**src/rtl/preif_utlb_stage_pkg.sv**
```systemverilog
// Shared definitions for the pre-IF stage: exception codes, FSM states and
// kseg address-decode helpers.
package preif_utlb_stage_pkg;

  localparam logic [4:0] EXC_NONE = 5'h0;
  localparam logic [4:0] EXC_ADEL = 5'h4;
  localparam logic [4:0] EXC_TLBL = 5'h2;

  // {pc, exc, exc_code, tlb_refill} as seen by the IF stage
  localparam int PF_TO_FS_BUS_WD = 32 + 1 + 5 + 1;

  typedef enum logic [1:0] {
    S_IDLE,
    S_QUERY,
    S_EXC
  } state_t;

  // kseg0/kseg1 bypass the TLB
  function automatic logic is_unmapped(input logic [31:0] va);
    return va[31:30] == 2'b10;
  endfunction

  function automatic logic [31:0] unmapped_paddr(input logic [31:0] va);
    return {3'b000, va[28:0]};
  endfunction

endpackage

```
**src/rtl/preif_utlb_stage_if.sv**
```systemverilog
// Bus bundle of the pre-IF stage: IF handoff, inst cache request port and
// main-TLB search port 0. The stage is the master side.
interface preif_utlb_stage_if #(
  parameter int ASID_W = 8
);

  logic              fs_allowin;
  logic              to_fs_valid;
  logic [31:0]       pfs_pc;
  logic              pfs_exc;
  logic [4:0]        pfs_exc_code;
  logic              pfs_tlb_refill;

  logic              inst_cache_valid;
  logic              inst_cache_uncache;
  logic [31:0]       inst_cache_addr;
  logic              inst_cache_addr_ok;

  logic [18:0]       s0_vpn2;
  logic              s0_odd_page;
  logic [ASID_W-1:0] s0_asid;
  logic              s0_found;
  logic [19:0]       s0_pfn;
  logic [2:0]        s0_c;
  logic              s0_v;

  modport master (
    input  fs_allowin, inst_cache_addr_ok, s0_found, s0_pfn, s0_c, s0_v,
    output to_fs_valid, pfs_pc, pfs_exc, pfs_exc_code, pfs_tlb_refill,
           inst_cache_valid, inst_cache_uncache, inst_cache_addr,
           s0_vpn2, s0_odd_page, s0_asid
  );

  modport slave (
    output fs_allowin, inst_cache_addr_ok, s0_found, s0_pfn, s0_c, s0_v,
    input  to_fs_valid, pfs_pc, pfs_exc, pfs_exc_code, pfs_tlb_refill,
           inst_cache_valid, inst_cache_uncache, inst_cache_addr,
           s0_vpn2, s0_odd_page, s0_asid
  );

endinterface

```
**src/rtl/preif_utlb_stage_utlb_array.sv**
```systemverilog
// Fully-associative micro-ITLB storage: parallel match, round-robin refill
// and whole-array flush.
module preif_utlb_stage_utlb_array #(
  parameter int ENTRIES = 4,
  parameter int ASID_W  = 8
) (
  input  logic              clk,
  input  logic              reset,
  input  logic [18:0]       vpn2,
  input  logic              odd,
  input  logic [ASID_W-1:0] asid,
  input  logic              fill,
  input  logic [19:0]       fill_pfn,
  input  logic [2:0]        fill_c,
  input  logic              flush,
  output logic              hit,
  output logic [19:0]       hit_pfn,
  output logic [2:0]        hit_c
);

  localparam int PTR_W = $clog2(ENTRIES);

  logic [ENTRIES-1:0] valid;
  logic [18:0]        e_vpn2 [ENTRIES];
  logic               e_odd  [ENTRIES];
  logic [ASID_W-1:0]  e_asid [ENTRIES];
  logic [19:0]        e_pfn  [ENTRIES];
  logic [2:0]         e_c    [ENTRIES];
  logic [PTR_W-1:0]   rr_ptr;
  logic [ENTRIES-1:0] match;

  // Flush has priority so a fill racing a TLB write never survives it
  always_ff @(posedge clk or posedge reset) begin
    if (reset) begin
      valid  <= '0;
      rr_ptr <= '0;
      for (int i = 0; i < ENTRIES; i++) begin
        e_vpn2[i] <= '0;
        e_odd[i]  <= 1'b0;
        e_asid[i] <= '0;
        e_pfn[i]  <= '0;
        e_c[i]    <= '0;
      end
    end else if (flush) begin
      valid <= '0;
    end else if (fill) begin
      valid[rr_ptr]  <= 1'b1;
      e_vpn2[rr_ptr] <= vpn2;
      e_odd[rr_ptr]  <= odd;
      e_asid[rr_ptr] <= asid;
      e_pfn[rr_ptr]  <= fill_pfn;
      e_c[rr_ptr]    <= fill_c;
      rr_ptr         <= rr_ptr + PTR_W'(1);
    end
  end

  // A VPN is never filled twice, so at most one match bit is set
  always_comb begin
    hit     = 1'b0;
    hit_pfn = '0;
    hit_c   = '0;
    for (int i = 0; i < ENTRIES; i++) begin
      match[i] = valid[i] && (e_vpn2[i] == vpn2) && (e_odd[i] == odd) &&
                 (e_asid[i] == asid);
      hit      = hit | match[i];
      hit_pfn  = hit_pfn | ({20{match[i]}} & e_pfn[i]);
      hit_c    = hit_c | ({3{match[i]}} & e_c[i]);
    end
  end

endmodule

```
**src/rtl/preif_utlb_stage.sv**
```systemverilog
// Pre-IF stage: fetch PC generation, micro-ITLB translation with main-TLB
// refill FSM, inst cache request issue and exception tokens for IF.
module preif_utlb_stage
  import preif_utlb_stage_pkg::*;
#(
  parameter int          UTLB_ENTRIES = 4,
  parameter logic [31:0] RESET_PC     = 32'hbfc00000,
  parameter int          ASID_W       = 8,
  parameter int          OFS_W        = 6
) (
  input  logic              clk,
  input  logic              reset,
  input  logic              br_valid,
  input  logic [31:0]       br_target,
  input  logic              pfs_reflush,
  input  logic [31:0]       reflush_pc,
  input  logic [OFS_W-1:0]  inst_offset,
  input  logic              tlb_write,
  input  logic [ASID_W-1:0] cp0_asid,
  preif_utlb_stage_if.master bus
);

  state_t      state, state_n;
  logic [31:0] cur_pc;
  logic        refill_r, refill_n;

  logic        adel, unmapped, redirect, fill_en;
  logic        hit;
  logic [19:0] hit_pfn;
  logic [2:0]  hit_c;
  logic        req, exc_tok, tok, qry;
  logic [4:0]  exc_code;
  logic [31:0] phys;
  logic        uncache;

  assign adel     = cur_pc[1:0] != 2'b00;
  assign unmapped = is_unmapped(cur_pc);
  assign redirect = pfs_reflush | br_valid;
  assign fill_en  = (state == S_QUERY) && !reset && !redirect && !tlb_write &&
                    bus.s0_found && bus.s0_v;

  preif_utlb_stage_utlb_array #(
    .ENTRIES (UTLB_ENTRIES),
    .ASID_W  (ASID_W)
  ) u_utlb (
    .clk      (clk),
    .reset    (reset),
    .vpn2     (cur_pc[31:13]),
    .odd      (cur_pc[12]),
    .asid     (cp0_asid),
    .fill     (fill_en),
    .fill_pfn (bus.s0_pfn),
    .fill_c   (bus.s0_c),
    .flush    (tlb_write),
    .hit      (hit),
    .hit_pfn  (hit_pfn),
    .hit_c    (hit_c)
  );

  assign phys    = unmapped ? unmapped_paddr(cur_pc) : {hit_pfn, cur_pc[11:0]};
  assign uncache = unmapped ? cur_pc[29] : (hit_c != 3'd3);

  // Outputs stay quiet while reset is held, apart from the PC
  always_comb begin
    state_n  = state;
    refill_n = refill_r;
    req      = 1'b0;
    exc_tok  = 1'b0;
    tok      = 1'b0;
    qry      = 1'b0;
    exc_code = EXC_NONE;
    if (!reset) begin
      case (state)
        S_IDLE: begin
          if (adel) begin
            exc_tok  = 1'b1;
            exc_code = EXC_ADEL;
            tok      = bus.fs_allowin;
          end else if (unmapped || hit) begin
            req = bus.fs_allowin;
          end else if (!redirect) begin
            state_n = S_QUERY;
          end
        end
        S_QUERY: begin
          qry = 1'b1;
          if (redirect || tlb_write) begin
            state_n = S_IDLE;
          end else if (bus.s0_found && bus.s0_v) begin
            state_n = S_IDLE;
          end else begin
            refill_n = ~bus.s0_found;
            state_n  = S_EXC;
          end
        end
        S_EXC: begin
          exc_tok  = 1'b1;
          exc_code = EXC_TLBL;
          if (redirect) begin
            state_n = S_IDLE;
          end else if (bus.fs_allowin) begin
            tok     = 1'b1;
            state_n = S_IDLE;
          end
        end
        default: state_n = S_IDLE;
      endcase
    end
  end

  assign bus.inst_cache_valid   = req;
  assign bus.inst_cache_addr    = reset ? 32'h0 : phys;
  assign bus.inst_cache_uncache = reset ? 1'b0 : uncache;
  assign bus.to_fs_valid        = (req & bus.inst_cache_addr_ok) | tok;
  assign bus.pfs_pc             = cur_pc;
  assign bus.pfs_exc            = exc_tok;
  assign bus.pfs_exc_code       = exc_code;
  assign bus.pfs_tlb_refill     = exc_tok && (state == S_EXC) && refill_r;
  assign bus.s0_vpn2            = qry ? cur_pc[31:13] : 19'h0;
  assign bus.s0_odd_page        = qry ? cur_pc[12] : 1'b0;
  assign bus.s0_asid            = qry ? cp0_asid : '0;

  // Redirects beat the sequential advance
  always_ff @(posedge clk or posedge reset) begin
    if (reset) begin
      state    <= S_IDLE;
      cur_pc   <= RESET_PC;
      refill_r <= 1'b0;
    end else begin
      state    <= state_n;
      refill_r <= refill_n;
      if (pfs_reflush)
        cur_pc <= reflush_pc;
      else if (br_valid)
        cur_pc <= br_target;
      else if (bus.to_fs_valid)
        cur_pc <= cur_pc + {{(32-OFS_W){1'b0}}, inst_offset};
    end
  end

endmodule

```
**src/flat_wrapper.sv**
```systemverilog
// flat-port wrapper written by rule: the top's interface ports become plain ports
module preif_utlb_stage_flat import preif_utlb_stage_pkg::*;
#(
  parameter int          UTLB_ENTRIES = 4,
  parameter logic [31:0] RESET_PC     = 32'hbfc00000,
  parameter int          ASID_W       = 8,
  parameter int          OFS_W        = 6
)
  (clk, reset, br_valid, br_target, pfs_reflush, reflush_pc, inst_offset, tlb_write, cp0_asid, bus_fs_allowin, bus_inst_cache_addr_ok, bus_s0_found, bus_s0_pfn, bus_s0_c, bus_s0_v, bus_to_fs_valid, bus_pfs_pc, bus_pfs_exc, bus_pfs_exc_code, bus_pfs_tlb_refill, bus_inst_cache_valid, bus_inst_cache_uncache, bus_inst_cache_addr, bus_s0_vpn2, bus_s0_odd_page, bus_s0_asid);
  preif_utlb_stage_if #(.ASID_W(ASID_W)) bus_i ();
  input  logic clk;
  input  logic reset;
  input  logic br_valid;
  input  logic [31:0] br_target;
  input  logic pfs_reflush;
  input  logic [31:0] reflush_pc;
  input  logic [OFS_W-1:0] inst_offset;
  input  logic tlb_write;
  input  logic [ASID_W-1:0] cp0_asid;
  input wire logic [$bits(bus_i.fs_allowin)-1:0] bus_fs_allowin;
  input wire logic [$bits(bus_i.inst_cache_addr_ok)-1:0] bus_inst_cache_addr_ok;
  input wire logic [$bits(bus_i.s0_found)-1:0] bus_s0_found;
  input wire logic [$bits(bus_i.s0_pfn)-1:0] bus_s0_pfn;
  input wire logic [$bits(bus_i.s0_c)-1:0] bus_s0_c;
  input wire logic [$bits(bus_i.s0_v)-1:0] bus_s0_v;
  output wire logic [$bits(bus_i.to_fs_valid)-1:0] bus_to_fs_valid;
  output wire logic [$bits(bus_i.pfs_pc)-1:0] bus_pfs_pc;
  output wire logic [$bits(bus_i.pfs_exc)-1:0] bus_pfs_exc;
  output wire logic [$bits(bus_i.pfs_exc_code)-1:0] bus_pfs_exc_code;
  output wire logic [$bits(bus_i.pfs_tlb_refill)-1:0] bus_pfs_tlb_refill;
  output wire logic [$bits(bus_i.inst_cache_valid)-1:0] bus_inst_cache_valid;
  output wire logic [$bits(bus_i.inst_cache_uncache)-1:0] bus_inst_cache_uncache;
  output wire logic [$bits(bus_i.inst_cache_addr)-1:0] bus_inst_cache_addr;
  output wire logic [$bits(bus_i.s0_vpn2)-1:0] bus_s0_vpn2;
  output wire logic [$bits(bus_i.s0_odd_page)-1:0] bus_s0_odd_page;
  output wire logic [$bits(bus_i.s0_asid)-1:0] bus_s0_asid;
  assign bus_i.fs_allowin = bus_fs_allowin;
  assign bus_i.inst_cache_addr_ok = bus_inst_cache_addr_ok;
  assign bus_i.s0_found = bus_s0_found;
  assign bus_i.s0_pfn = bus_s0_pfn;
  assign bus_i.s0_c = bus_s0_c;
  assign bus_i.s0_v = bus_s0_v;
  assign bus_to_fs_valid = bus_i.to_fs_valid;
  assign bus_pfs_pc = bus_i.pfs_pc;
  assign bus_pfs_exc = bus_i.pfs_exc;
  assign bus_pfs_exc_code = bus_i.pfs_exc_code;
  assign bus_pfs_tlb_refill = bus_i.pfs_tlb_refill;
  assign bus_inst_cache_valid = bus_i.inst_cache_valid;
  assign bus_inst_cache_uncache = bus_i.inst_cache_uncache;
  assign bus_inst_cache_addr = bus_i.inst_cache_addr;
  assign bus_s0_vpn2 = bus_i.s0_vpn2;
  assign bus_s0_odd_page = bus_i.s0_odd_page;
  assign bus_s0_asid = bus_i.s0_asid;
  preif_utlb_stage #(.UTLB_ENTRIES(UTLB_ENTRIES), .RESET_PC(RESET_PC), .ASID_W(ASID_W), .OFS_W(OFS_W)) u_core (.clk(clk), .reset(reset), .br_valid(br_valid), .br_target(br_target), .pfs_reflush(pfs_reflush), .reflush_pc(reflush_pc), .inst_offset(inst_offset), .tlb_write(tlb_write), .cp0_asid(cp0_asid), .bus(bus_i));
endmodule
```
**config.mk**
```make
export PLATFORM = sky130hd
export DESIGN_NAME = preif_utlb_stage_flat
export DESIGN_NICKNAME = d
export VERILOG_FILES = /design/src/rtl/preif_utlb_stage_pkg.sv /design/src/rtl/preif_utlb_stage_if.sv /design/src/rtl/preif_utlb_stage_utlb_array.sv /design/src/rtl/preif_utlb_stage.sv /design/src/flat_wrapper.sv
export SDC_FILE = /design/constraint.sdc
export NUM_CORES = 1
export LEC_CHECK = 0
export ABC_AREA = 1
export BUFFER_PORTS_ARGS = -buffer_cell sky130_fd_sc_hd__buf_2
export CORE_MARGIN = 2
export CORE_UTILIZATION = 62
export DETAILED_ROUTE_END_ITERATION = 8
export HOLD_SLACK_MARGIN = 0.02
export PLACE_DENSITY = 0.82
export SYNTH_ARGS = -nofsm -noshare
export SYNTH_HDL_FRONTEND = slang
export SYNTH_SLANG_ARGS = --single-unit
```
**constraint.sdc**
```tcl
create_clock -name clk -period 23.2 [get_ports clk]
set_input_delay 3.48 -clock clk [delete_from_list [all_inputs] [get_ports clk]]
set_output_delay 3.48 -clock clk [all_outputs]
set_load 0.03 [all_outputs]
```
== Word level (Yosys, flattened, before mapping) ==
Cells that the tools add are included.
Word-level totals
  flip-flop bits (word level): 245
  bits in latches: 0
  bits in writable memories: 0
  bits in read-only memories: 0
  input port bits: 110
  output and inout bits: 102
  logic and storage cells: 166
  memories: 0
Cells by class
  $add $sub $neg: 2
  multiply operators: 0
  div/mod/pow operators: 0
  order comparisons: 4
  equality and inequality tests: 20
  shifts and indexed selects: 0
  mux-type cells: 54
  bitwise operators: 27
  reduce and logical (&&, ||, !) cells: 34
Operators with widths (number)
  32-bit two-way mux: 5
  20-bit bitwise AND: 4
  80-bit bitwise mux: 1
  76-bit bitwise mux: 1
  19-bit == test: 4
  20-bit OR: 3
  20-bit demux with 2-bit select: 1
  19-bit demux with 2-bit select: 1
  19-bit two-way mux: 2
  32-bit by 6-bit adder with 32-bit output: 1
  32-bit bitwise mux: 1
  8-bit == test: 4
  1-bit logical AND: 22
  20-bit two-way mux: 1
  1-bit two-way mux: 17
  8-bit demux with 2-bit select: 1
  8-bit two-way mux: 2
  2-bit two-way mux: 7
  3-bit bitwise AND: 4
  12-bit bitwise mux: 1
  5-bit one-hot mux with 2 select lines: 1
  3-bit OR: 3
  4-bit two-way mux: 2
  3-bit demux with 2-bit select: 1
  29 further kinds: 51

== Logic depth before layout (Yosys ltp) ==
  depth in word-level cells: 17
  mapped depth: 18
  depth with buffers taken out: 16

== Hierarchy ==
From an unflattened synthesis, not the netlist that was laid out.
Second synthesis, totals
  cells, all modules: 2099
  area total of the unflattened synthesis: 14764.2 µm²
By module, submodules not included
  preif_utlb_stage_utlb_array: times used 1, cells each 1410, area an instance 10876.7 µm², sequential area each 5255.0 µm²
  preif_utlb_stage: times used 1, cells each 689, area an instance 3887.5 µm², sequential area each 887.1 µm²

== Worst setup path before layout ==
Ideal clock, no wire load.
  path kind: input-to-output
  start: in reset
  end: out bus_inst_cache_addr[21]
  arrival: 12594 ps
  data required time: 19720 ps
  setup slack: 7126 ps
  stages: 5
  buffers on the path: 2
  cell sequence: clkbuf_1 -> inv_1 -> clkbuf_1 -> o21ai_0 -> a41oi_1
Between the ends
  longest elaborated chain between the ends: 1
Ends and longest elaborated chain
  from (decl): RTL line flat_wrapper.sv:12  | input logic reset;
  32-bit two-way mux: RTL line preif_utlb_stage.sv:112  | assign bus.inst_cache_addr = reset ? 32'h0 : phys;
  to (decl): RTL line flat_wrapper.sv:33  | output wire logic [$bits(bus_i.inst_cache_addr)-1:0] bus_inst_cache_addr;
Every way passes these cells.

== Worst setup path after layout ==
  start: in reset
  end: out bus_inst_cache_addr[15]
Same word-level chain as after synthesis.

==> results_dict.tcl <==
set metrics [dict create \
    syn_area_sq_um 13700 \
    drv_slew 0 \
    ys_types 42 \
    crit_path_cell_trace "buf_2 -> inv_8 -> buf_4 -> buf_4 -> o21ai_0 -> a41oi_1 -> buf_2" \
    clock_latency_ns 0.54 \
    ys.flop_type "dfrtp_1" \
    hold_ws_ns 0.485 \
    crit_slowest_cell "buf_4" \
    route.detailed.wl_per_inst_microns 18.4 \
    grt_max_degree 107 \
    fin_area_sq_um 15600 \
    diodes 0 \
    placedInstanceArea_sq_um 14700 \
    die_w_microns 153 \
    die_area_sq_um 23400 \
    synth_top_area_share_pct 43.0 \
    synthArstFlopShare_pct 100 \
    placement_rows 54 \
    ys_warn_count 0 \
    dp_cells 2311 \
    numClockSinks 245 \
    grt_pass1_wl_microns 70200 \
    numPortBuffers 208 \
    total_power_mw 1.29 \
    drt_first_pass_iters 6 \
    swShare_pct 35.5 \
    vias_per_cell 5.84 \
    endpoint_kind "output port" \
    drive_above_1_share_pct 15.5 \
    io_pins 212 \
    leakage_nw 7.75 \
    clkTransAtPathRegs_ns 0.06 \
    seqPwrFrac_pct 41.4 \
    h-tree-depth 1 \
    synth-edff-count 0 \
    cts_hold_buf 0 \
    post-place-ws_ns 12.73 \
    grt.overflow.total 0 \
    period_share_pct 44.4 \
    setup_tns_ns 0 \
    drt_iter0_markers 1624 \
    r2r_cells 16 \
    worstPathArrival_ns 6.81 \
    slew_headroom_pct 25.7 \
    synth.area.top_cells "dfrtp_1 (43%), nand2_1 (18%), o21ai_1 (5.3%)" \
    clockBufferDepth 3 \
    setup_slack_ns 12.91 \
    area_growth_pct 13.5 \
    setup_viol 0 \
    final_net_count 2180 \
    grt_pass1_vias 13300 \
    cts_tree "built" \
    stdcell_count 2358 \
    cp_slowest_stage_delay_ns 0.89 \
    ys_ff_latch 245 \
    clock_skew_ns 0.00861 \
    grt_usage_pct 37.4 \
    powerDensity_nw_per_um2 82.4 \
    synth_cells 1934 \
    combPwrFrac_pct 24.6 \
    max_freq_mhz 97.2 \
    min-delay-path-class "reg2reg" \
    drv_cap 0 \
    pwr-share-clk_pct 34.0 \
    drc 0 \
    required_ns 19.72 \
    ir_drop_mv 0.0557 \
    synth.avg_cell_area_sq_um 7.11 \
    antenna_left 0 \
    synth-seq-area-share_pct 44.7 \
    vias 13800 \
    antenna_found_initial 1 \
    intPower_mw 0.828 \
    power.switching_mw 0.457 \
    dp_hpwl_microns 28200 \
    post-cts-setup-buffers 0 \
    wirelength_microns 43400 \
    initial_core_util_pct 63.0 \
    outcome "complete, no violations" \
    die_h_microns 153 \
    tightestPinTransition_ns 1.11 \
    gp_congestion 0.978 \
    finish.utilization_pct 71.5 \
    min_path_cells 2 \
    rsz0062_at_grt "false" \
    report.final.hold_viol_count 0 \
    core_sq_um 21800 \
    cts_made_buffers 26 \
    cp_max_fo 106 \
    cts_resized 0 \
    cp-start-kind "primary input" \
    clockRootBuffer "clkbuf_16" \
    fin_crit_ns 10.29 \
    yosys.area.top_type "dfrtp_1" \
    crit_type "in2out" \
]
==> cell families after synthesis <==
logic type | share of synthesized area (%)
and+or+nand+nor | 28.4
AOI/OAI and AO/OA | 14.9
buffers and inverters | 9.47
DFF | 44.7
xor gates and xnor gates | 1.47
adders and majority gates | 1.06
other | 0.0273
==> cells in the final DEF, fill, tap and decap left out, types with 5 or more instances in the layout <==
cell type / synthesis / routed
nand2_1: 653 / 649
dfrtp_1: 236 / 236
buf_2: 53 / 208
inv_1: 167 / 166
nor2_1: 160 / 160
o21ai_1: 146 / 146
o21ai_0: 145 / 145
nand3_1: 68 / 68
nand4_1: 40 / 40
a21oi_1: 38 / 38
inv_2: 27 / 27
clkbuf_16: 0 / 26
a41oi_1: 20 / 20
xnor2_1: 12 / 12
xor2_1: 11 / 11
a22oi_1: 11 / 11
buf_4: 5 / 11
or2_2: 10 / 10
nor3_1: 10 / 10
ha_1: 10 / 10
dfstp_2: 9 / 9
clkbuf_8: 0 / 7
a21boi_0: 6 / 6
clkinv_2: 0 / 5
==> cells in the mapped netlist, types with 12 or more instances <==
master    count
a21oi_1      38
a41oi_1      20
buf_2        53
clkbuf_1     55
dfrtp_1     236
inv_1       167
inv_2        27
nand2_1     653
nand3_1      68
nand4_1      40
nor2_1      160
o21ai_0     145
o21ai_1     146
xnor2_1      12
==> flip-flops by register name, summed over array words and instances (netlist names) <==
name                  flops
u_core.u_utlb.e_pfn      80
u_core.u_utlb.e_vpn2     76
u_core.bus.pfs_pc        32
u_core.u_utlb.e_asid     32
u_core.u_utlb.e_c        12
u_core.u_utlb.e_odd       4
u_core.u_utlb.valid       4
u_core.state              2
u_core.u_utlb.rr_ptr      2
u_core.refill_r           1
==> routing by layer <==
layer	part of all wire (%)	up-vias	global-route usage, %
li1	-	6444	-
met2	45	747	59.3
met4	3.7	2	14.5
met3	9.8	123	6.41
met5	0.030	-	0
met1	41	6466	51.9
==> layout make-up <==
cell class	count	area [sq um]
Clock buffer	36	758
Clock inverter	11	146
Fill cell	1836	6230
Inverter	194	736
Multi-Input combinational cell	1373	6340
Sequential cell	245	6140
Tap cell	280	350
Timing Repair Buffer	219	1120
==> path summary, 6_finish.rpt <==
check                                                   from                                  end  slack, ns
setup / recovery                                       reset              bus_inst_cache_addr[15]      12.91
hold / removal                   u_core.refill_r$_DFFE_PP0P_          u_core.refill_r$_DFFE_PP0P_       0.48
setup reg to reg           u_core.bus.pfs_pc[16]$_DFFE_PP0P_    u_core.bus.pfs_pc[31]$_DFFE_PP1P_      19.35
hold reg to reg                  u_core.refill_r$_DFFE_PP0P_          u_core.refill_r$_DFFE_PP0P_       0.48
max in group asynchronous                              reset  u_core.u_utlb.e_pfn[38]$_DFFE_PP0P_      17.67
min in group asynchronous                              reset          u_core.refill_r$_DFFE_PP0P_       3.21
==> worst max-delay path: cells and delay by family <==
kind | cells | cell delay [ns]
buf+inv | 5 | 2.72
compound gates | 2 | 0.53
==> power groups by stage <==
| stage | registers [mW] | clock network, mW | logic [mW] |
|---|---|---|---|
| global placement | 0.534 | 0 | 0.302 |
| global route | 0.535 | 0.455 | 0.349 |
| CTS | 0.528 | 0.437 | 0.313 |
| detailed placement | 0.535 | 0 | 0.310 |
| finish | 0.532 | 0.437 | 0.316 |
| floorplan | 0.524 | 0 | 0.213 |
(Power assumes the default switching activity.)
